File: src/rtl/exe_stage.sv
// +-----------------------------------------------------------------------+
// | exe_stage : MIPS execute stage, ALU/branch plus optional iterative    |
// | MUL/DIVU (enabled by defining EXE_MULDIV_EN).  Rev 1.0                |
// +-----------------------------------------------------------------------+
`default_nettype none

module exe_stage #(
  parameter int WIDTH = 32
) (
  input  logic             clk,
  input  logic             rst,
  input  logic [WIDTH-1:0] Val1,
  input  logic [WIDTH-1:0] Val2,
  input  logic [WIDTH-1:0] Reg2,
  input  logic [WIDTH-1:0] PC_in,
  input  logic [1:0]       Br_type,
  input  logic [3:0]       EXE_CMD,
  input  logic [4:0]       Dest_in,
  input  logic             MEM_R_EN_in,
  input  logic             MEM_W_EN_in,
  input  logic             WB_EN_in,
  output logic [WIDTH-1:0] ALU_result,
  output logic [WIDTH-1:0] Br_addr,
  output logic             Br_taken,
  output logic             freeze,
  output logic [4:0]       Dest,
  output logic [WIDTH-1:0] Reg2_out,
  output logic             MEM_R_EN,
  output logic             MEM_W_EN,
  output logic             WB_EN
);

  localparam logic [3:0] c_ADD  = 4'b0000;
  localparam logic [3:0] c_SUB  = 4'b0010;
  localparam logic [3:0] c_AND  = 4'b0100;
  localparam logic [3:0] c_OR   = 4'b0101;
  localparam logic [3:0] c_NOR  = 4'b0110;
  localparam logic [3:0] c_XOR  = 4'b0111;
  localparam logic [3:0] c_SLL  = 4'b1000;
  localparam logic [3:0] c_SRA  = 4'b1001;
  localparam logic [3:0] c_SRL  = 4'b1010;
  localparam logic [3:0] c_MUL  = 4'b1100;
  localparam logic [3:0] c_DIVU = 4'b1101;

  logic [WIDTH-1:0] w_alu;
  logic             w_is_muldiv;
  logic             w_br_taken;

  assign w_is_muldiv = (EXE_CMD == c_MUL) || (EXE_CMD == c_DIVU);

  always_comb begin
    w_alu = '0;
    case (EXE_CMD)
      c_ADD:   w_alu = Val1 + Val2;
      c_SUB:   w_alu = Val1 - Val2;
      c_AND:   w_alu = Val1 & Val2;
      c_OR:    w_alu = Val1 | Val2;
      c_NOR:   w_alu = ~(Val1 | Val2);
      c_XOR:   w_alu = Val1 ^ Val2;
      c_SLL:   w_alu = Val1 << Val2[4:0];
      c_SRA:   w_alu = $signed(Val1) >>> Val2[4:0];
      c_SRL:   w_alu = Val1 >> Val2[4:0];
      default: w_alu = '0;
    endcase
  end

  always_comb begin
    w_br_taken = 1'b0;
    if (!w_is_muldiv) begin
      case (Br_type)
        2'b01:   w_br_taken = (Val1 == '0);
        2'b10:   w_br_taken = (Val1 != Reg2);
        2'b11:   w_br_taken = 1'b1;
        default: w_br_taken = 1'b0;
      endcase
    end
  end

  assign Br_taken = w_br_taken;
  assign Br_addr  = PC_in + (Val2 << 2);
  assign Dest     = Dest_in;
  assign Reg2_out = Reg2;

`ifdef EXE_MULDIV_EN
  typedef enum logic [1:0] {
    S_IDLE = 2'd0,
    S_RUN  = 2'd1,
    S_DONE = 2'd2
  } state_t;

  state_t           state_q, state_d;
  logic [4:0]       count_q, count_d;
  logic [WIDTH-1:0] opa_q, opa_d;   // multiplicand (MUL) or divisor (DIVU)
  logic [WIDTH-1:0] opb_q, opb_d;   // multiplier, or dividend shifting into quotient
  logic [WIDTH-1:0] acc_q, acc_d;   // partial product or remainder
  logic [WIDTH-1:0] res_q, res_d;
  logic             is_div_q, is_div_d;
  logic             w_fsm_freeze;

  logic [WIDTH:0]   w_div_rem;
  logic             w_div_ge;
  logic [WIDTH:0]   w_div_sub;
  logic [WIDTH-1:0] w_step_acc;
  logic [WIDTH-1:0] w_step_opb;

  assign w_div_rem = {acc_q, opb_q[WIDTH-1]};
  assign w_div_ge  = (w_div_rem >= {1'b0, opa_q});
  assign w_div_sub = w_div_rem - {1'b0, opa_q};

  always_comb begin
    if (is_div_q) begin
      w_step_acc = w_div_ge ? w_div_sub[WIDTH-1:0] : w_div_rem[WIDTH-1:0];
      w_step_opb = {opb_q[WIDTH-2:0], w_div_ge};
    end else begin
      w_step_acc = acc_q + (opb_q[0] ? opa_q : '0);
      w_step_opb = opb_q >> 1;
    end
  end

  always_comb begin
    state_d      = state_q;
    count_d      = count_q;
    opa_d        = opa_q;
    opb_d        = opb_q;
    acc_d        = acc_q;
    res_d        = res_q;
    is_div_d     = is_div_q;
    w_fsm_freeze = 1'b0;
    case (state_q)
      S_IDLE: begin
        if (w_is_muldiv) begin
          w_fsm_freeze = 1'b1;
          is_div_d     = (EXE_CMD == c_DIVU);
          opa_d        = (EXE_CMD == c_DIVU) ? Val2 : Val1;
          opb_d        = (EXE_CMD == c_DIVU) ? Val1 : Val2;
          acc_d        = '0;
          count_d      = 5'd31;
          state_d      = S_RUN;
        end
      end
      S_RUN: begin
        w_fsm_freeze = 1'b1;
        acc_d        = w_step_acc;
        opb_d        = w_step_opb;
        if (!is_div_q) opa_d = opa_q << 1;
        if (count_q == 5'd0) begin
          res_d   = is_div_q ? w_step_opb : w_step_acc;
          state_d = S_DONE;
        end else begin
          count_d = count_q - 5'd1;
        end
      end
      S_DONE:  state_d = S_IDLE;
      default: state_d = S_IDLE;
    endcase
  end

  always_ff @(posedge clk or posedge rst) begin
    if (rst) begin
      state_q  <= S_IDLE;
      count_q  <= '0;
      opa_q    <= '0;
      opb_q    <= '0;
      acc_q    <= '0;
      res_q    <= '0;
      is_div_q <= 1'b0;
    end else begin
      state_q  <= state_d;
      count_q  <= count_d;
      opa_q    <= opa_d;
      opb_q    <= opb_d;
      acc_q    <= acc_d;
      res_q    <= res_d;
      is_div_q <= is_div_d;
    end
  end

  // IDLE freeze is combinational on EXE_CMD, so reset must mask it directly
  assign freeze     = w_fsm_freeze & ~rst;
  assign ALU_result = (state_q == S_DONE) ? res_q : w_alu;
`else
  logic unused_clk_rst;
  assign unused_clk_rst = clk ^ rst;
  assign freeze         = 1'b0;
  assign ALU_result     = w_alu;
`endif

  assign MEM_R_EN = MEM_R_EN_in & ~freeze;
  assign MEM_W_EN = MEM_W_EN_in & ~freeze;
  assign WB_EN    = WB_EN_in & ~freeze;

endmodule

`default_nettype wire

File: config.mk
export PLATFORM = sky130hd
export DESIGN_NAME = exe_stage
export DESIGN_NICKNAME = d
export VERILOG_FILES = /design/src/rtl/exe_stage.sv
export SDC_FILE = /design/constraint.sdc
export NUM_CORES = 1
export LEC_CHECK = 0
export BUFFER_PORTS_ARGS = -buffer_cell sky130_fd_sc_hd__buf_2
export CORE_ASPECT_RATIO = 1.1
export CORE_UTILIZATION = 45
export DETAILED_ROUTE_END_ITERATION = 7
export PLACE_DENSITY = 0.69
export SLEW_MARGIN = 20
export SYNTH_ARGS = -nofsm -noshare
export SYNTH_HDL_FRONTEND = slang
export SYNTH_SLANG_ARGS = --single-unit
File: constraint.sdc
create_clock -name vclk -period 4.4
set_clock_uncertainty 0.15 [all_clocks]
set_input_delay 0 -clock vclk [all_inputs]
set_output_delay 0 -clock vclk [all_outputs]
set_load 0.01 [all_outputs]
# ---- Yosys cells after proc, flatten, opt, wreduce, memory -nomap -nowiden
# Index checks and enable logic that the tools add are counted.
dict set report word_totals {
  ff_bits 0
  in_bits 144
  output_inout_bits 106
  elab_cells 30
}
dict set report classes {
  n_addsub 3
  eq_ne 14
  n_shift 3
  mux 3
  bitwise 4
  n_reduce_logical 3
}
# operator n
set ops {}
lappend ops {{$pmux 32 s9} 1}
lappend ops {{$add 32x32->32} 2}
lappend ops {{$and 32x32->32} 1}
lappend ops {{$logic_not 32->1} 1}
lappend ops {{$ne 32x32->1} 1}
lappend ops {{$not 32->32} 1}
lappend ops {{$or 32x32->32} 1}
lappend ops {{$shl 32x5->32} 1}
lappend ops {{$shr 32x5->32} 1}
lappend ops {{$sshr 32x5->32} 1}
lappend ops {{$sub 32x32->32} 1}
lappend ops {{$xor 32x32->32} 1}
lappend ops {{$eq 4x4->1 const B} 5}
lappend ops {{$eq 4x3->1 const B} 4}
lappend ops {{$eq 2x2->1 const B} 2}
lappend ops {{$eq 4x2->1 const B} 1}
lappend ops {{$logic_not 4->1} 1}
lappend ops {{$pmux 1 s3} 1}
lappend ops {{$eq 2x1->1 const B} 1}
lappend ops {{$logic_or 1x1->1} 1}
lappend ops {{$mux 1} 1}

# ---- Logic depth before layout (Yosys ltp)
dict set report depth {
  depth_word 3
  mapped_depth 21
  depth_no_buf 18
}

# ---- Least setup slack after synthesis
# Ideal clock, no wire load.
dict set report synth_timing {
  path_kind {input -> output}
  startpoint {in Val2[0]}
  endpoint {out ALU_result[22]}
  t_arrival_ns 3.486
  t_required_ns 4.250
  slack_ns 0.764
  cell_stages 19
  path_buffers 3
  path_cell_list {buf_2 > buf_4 > inv_2 > buf_2 > ha_1 > nand3_1 > nor2_1 > nand4_1 > o31ai_1 > xnor2_1 > ha_1 > nand3_1 > o211ai_1 > or4_1 > a21o_1 > and2_1 > a211oi_2 > xnor2_1 > a221o_1}
}
dict set report synth_via {
  elab_chain_cells 2
  word_cells_on_any_way 6
  classes_between {2 x add/sub; 3 x shift; 1 x mux}
}
# element line_no
set synth_lines {}
lappend synth_lines {{start, declared} 13} ;# input logic [WIDTH-1:0] Val2,
lappend synth_lines {{$sub 32x32->32, or another cell as far along} 55} ;# c_SUB: w_alu = Val1 - Val2;
lappend synth_lines {{$pmux 32 s9 *} 53} ;# case (EXE_CMD)
lappend synth_lines {{end, declared} 22} ;# output logic [WIDTH-1:0] ALU_result,
# Mark *: on every way between the ends. The rest lies on a longest branch, timed or not.

# ---- Final worst setup path
dict set report layout_timing {
  startpoint {in Val2[10]}
  endpoint {out ALU_result[29]}
}
dict set report layout_via {
  elab_chain_cells 2
  word_cells_on_any_way 3
  classes_between {2 x add/sub; 1 x mux}
}
# element line_no
set layout_lines {}
lappend layout_lines {{$sub 32x32->32 / $add 32x32->32 (equally long branches)} {55, 54}}
lappend layout_lines {{$pmux 32 s9 *} 53}
# Marked as above.

==> results.txt <==
----------------------------------------------------
[Run status]
  Status ... completed

[Finish]
  Signed area change from the synthesized netlist to the final layout ... 10.8%
  Final standard cell area without fillers ... 11500 um^2
  Filler instances ... 2256
  Proportion of layout cells with a drive suffix above 1 ... 0.220
  Most common cell after layout, fill and taps aside ... buf_2
  Final core utilization ... 0.514
  FF+latch count ... 0
  Highest-count cells in the layout ignoring fill and taps ... buf_2, nor2_1, ha_1
  Fin nets ... about 1900
  Total of clock buffers placed in the layout ... 0
  Sequential cell area in the final layout ... 0 um^2

[Clock network]
  Postcts setup bufs ... 0
  Hold Buf Count CTS ... 10
  Quantity of gates resized following cts ... 0

[Critical path]
  Cell type group with the largest total delay on the critical path ... simple AND/OR/NAND/NOR gates
  Endpoint arrival time on the critical path ... between 3000 and 4000 ps
  Slowest-stage cell, CP ... or4_4
  Largest driver fanout on the critical path ... 9
  Startpoint class of the critical path ... input port
  Crit-path cells ... buf_2, or4_4, and4b_1, nand3_2, nor4_4, a31oi_1, xnor2_1, ha_1, a21oi_1, nand2_1, a221o_1, a22oi_1, nand2_1, mux2i_1, or3_1, buf_2
  Crit path capture type ... primary output
  CP required ... approximately 4300 ps
  Maximum single-stage delay on the critical path ... 540 ps
  Worst path bufs/invs ... 2
  WS Path Type ... in -> out

[Floorplan]
  Area of the die ... 23700 um^2
  Number of placed I/O pins ... 250
  Chip width ... 147 um
  Overall die height ... 161 um
  Area of the core ... 22400 um^2
  Number of placement rows ... 57
  Effective utilization at floorplan ... 0.464

[Timing]
  Final count of pins violating max slew ... 0
  Shortest period the worst path allows ... between 4000 and 5000 ps
  Number of hold violations in the final report ... 0
  Period Utilization, post-route ... 0.938
  Post-Route Hold Slack ... 60.2 ps
  Setup violations, final ... 0
  Final TNS setup ... 0 ps
  Worst-margin pin slew ... approximately 1000 ps
  Worst relative slew slack ... 0.322
  Max frequency ... between 200 and 250 MHz
  Fin worst setup slack ... 273 ps
  Setup repair after global routing missed its margin ... false

[Power]
  Clock share of power ... 0
  Leakage dissipation ... 5.23 nW
  Cell area power density ... 144 nW/um^2
  Pint ... 0.664 mW
  Peak supply drop ... 0.0000776 V
  Power dissipated by switching net loads ... 0.992 mW
  Switching share of power ... 0.599
  Sequential share of power ... 0
  Relative contribution of combinational cells to total power ... 1.000

[Placement]
  Port-buffer cells ... 227
  Cell Area, Placed ... 11400 um^2
  Placement Setup Slack ... 373 ps
  Weighted congestion at the end of routability-driven global placement ... ~1.0
  Detailed placement HPWL ... 33800 um

[GRT]
  Pin count of the biggest net entering global routing ... between 70 and 80
  Antenna violations before repair ... 1
  Vias in the first global route ... 11500
  First-pass GRT wire length ... around 67000 um
  GRT Residual Overflow ... 0
  Total track usage ... 0.360

[Hold path]
  Kind of path behind the tightest hold check ... in -> out

[Routing]
  Mean routed wirelength per cell ... around 23 um
  Pre-Repair DR Iteration Count ... 7
  Drt first-iter violations ... 1183
  DRC errors left ... 0
  Antenna viol nets, final ... 0
  Via density per instance ... between 6 and 7
  Routed vias ... approximately 12000
  Total routed wirelength ... 44000 um

[Job]
  Max-cap violations ... 0

[Logic synthesis]
  Synth Warn # ... 0
  Post-synthesis instance area ... 10400 um^2
  Seq/Total Area, Yosys ... 0
  Leading post-synthesis cells by cell area ... ha_1, mux4_2, xnor2_1
  Cell taking the most area after synthesis ... ha_1
  Synthesized net count ... 1736
  Number of distinct library cells after synthesis ... between 70 and 80
  Number of instances in the synthesized netlist ... 1464
  Synth Area per Inst ... 7.10 um^2
  Fraction of post-synthesis cell area in the top cell type by area ... 0.152

----------------------------------------------------
## routing by layer
layer	share of wire	vias to the layer above	wire length [um]	track usage
met3	0.10	163	4470	0.0554
met5	0	-	0	0
met2	0.45	745	19700	0.584
met1	0.39	5706	17200	0.465
met4	0.058	0	2560	0.173
li1	-	5566	-	-
## Yosys cell counts, types with 25 or more instances
cell and number:
xor2_1 31, nor3_1 31, nor2_1 158, inv_1 90
nand3_1 29, nand2_1 115, mux2i_1 59, o21ai_0 85
o21ai_1 25, mux4_2 53, clkbuf_1 75, ha_1 126
xnor2_1 82, buf_4 45, a21oi_1 118
## cell type report
cell class	instances	area (um^2)	area share
Tap cell	295	369	0.0320
Antenna cell	1	2.50	0.000217
Timing Repair Buffer	270	1490	0.129
Multi-Input combinational cell	1221	9310	0.808
Inverter	93	349	0.0303
## final timing paths
| kind | startpoint | end | slack, ps | depth (start not counted) |
|---|---|---|---|---|
| worst max-delay path | Val2[10] | ALU_result[29] | 270 | 16 |
| worst min-delay path | Reg2[30] | Reg2_out[30] | 60 | 2 |
## stage by stage
stage | power, mW | instances
global route | 1.78 | 1880
finish | 1.66 | 1880
CTS | 1.62 | 1879
global placement | 1.59 | 1869
floorplan | 1.10 | 1464
detailed placement | 1.60 | 1869
## power by group through the flow
stage / clock network (mW) / logic [mW] / registers (mW)
4_1_cts: 0 / 1.62 / 0
2_1_floorplan: 0 / 1.10 / 0
5_1_grt: 0.0000000304 / 1.78 / 0
3_5_place_dp: 0 / 1.60 / 0
3_3_place_gp: 0 / 1.59 / 0
6_report: 0.0000000304 / 1.66 / 0
## logic make-up (layout without fill, tap and decap cells)
group,after synthesis,in the layout,share of synthesized area
other cells,1,2,0.000361
mux,132,132,0.193
buf+inv,243,363,0.107
xor+xnor,114,114,0.0967
simple gates,429,429,0.191
compound gates,417,417,0.256
fa+ha+maj,128,128,0.155
Power figures use the tool's default switching activity.
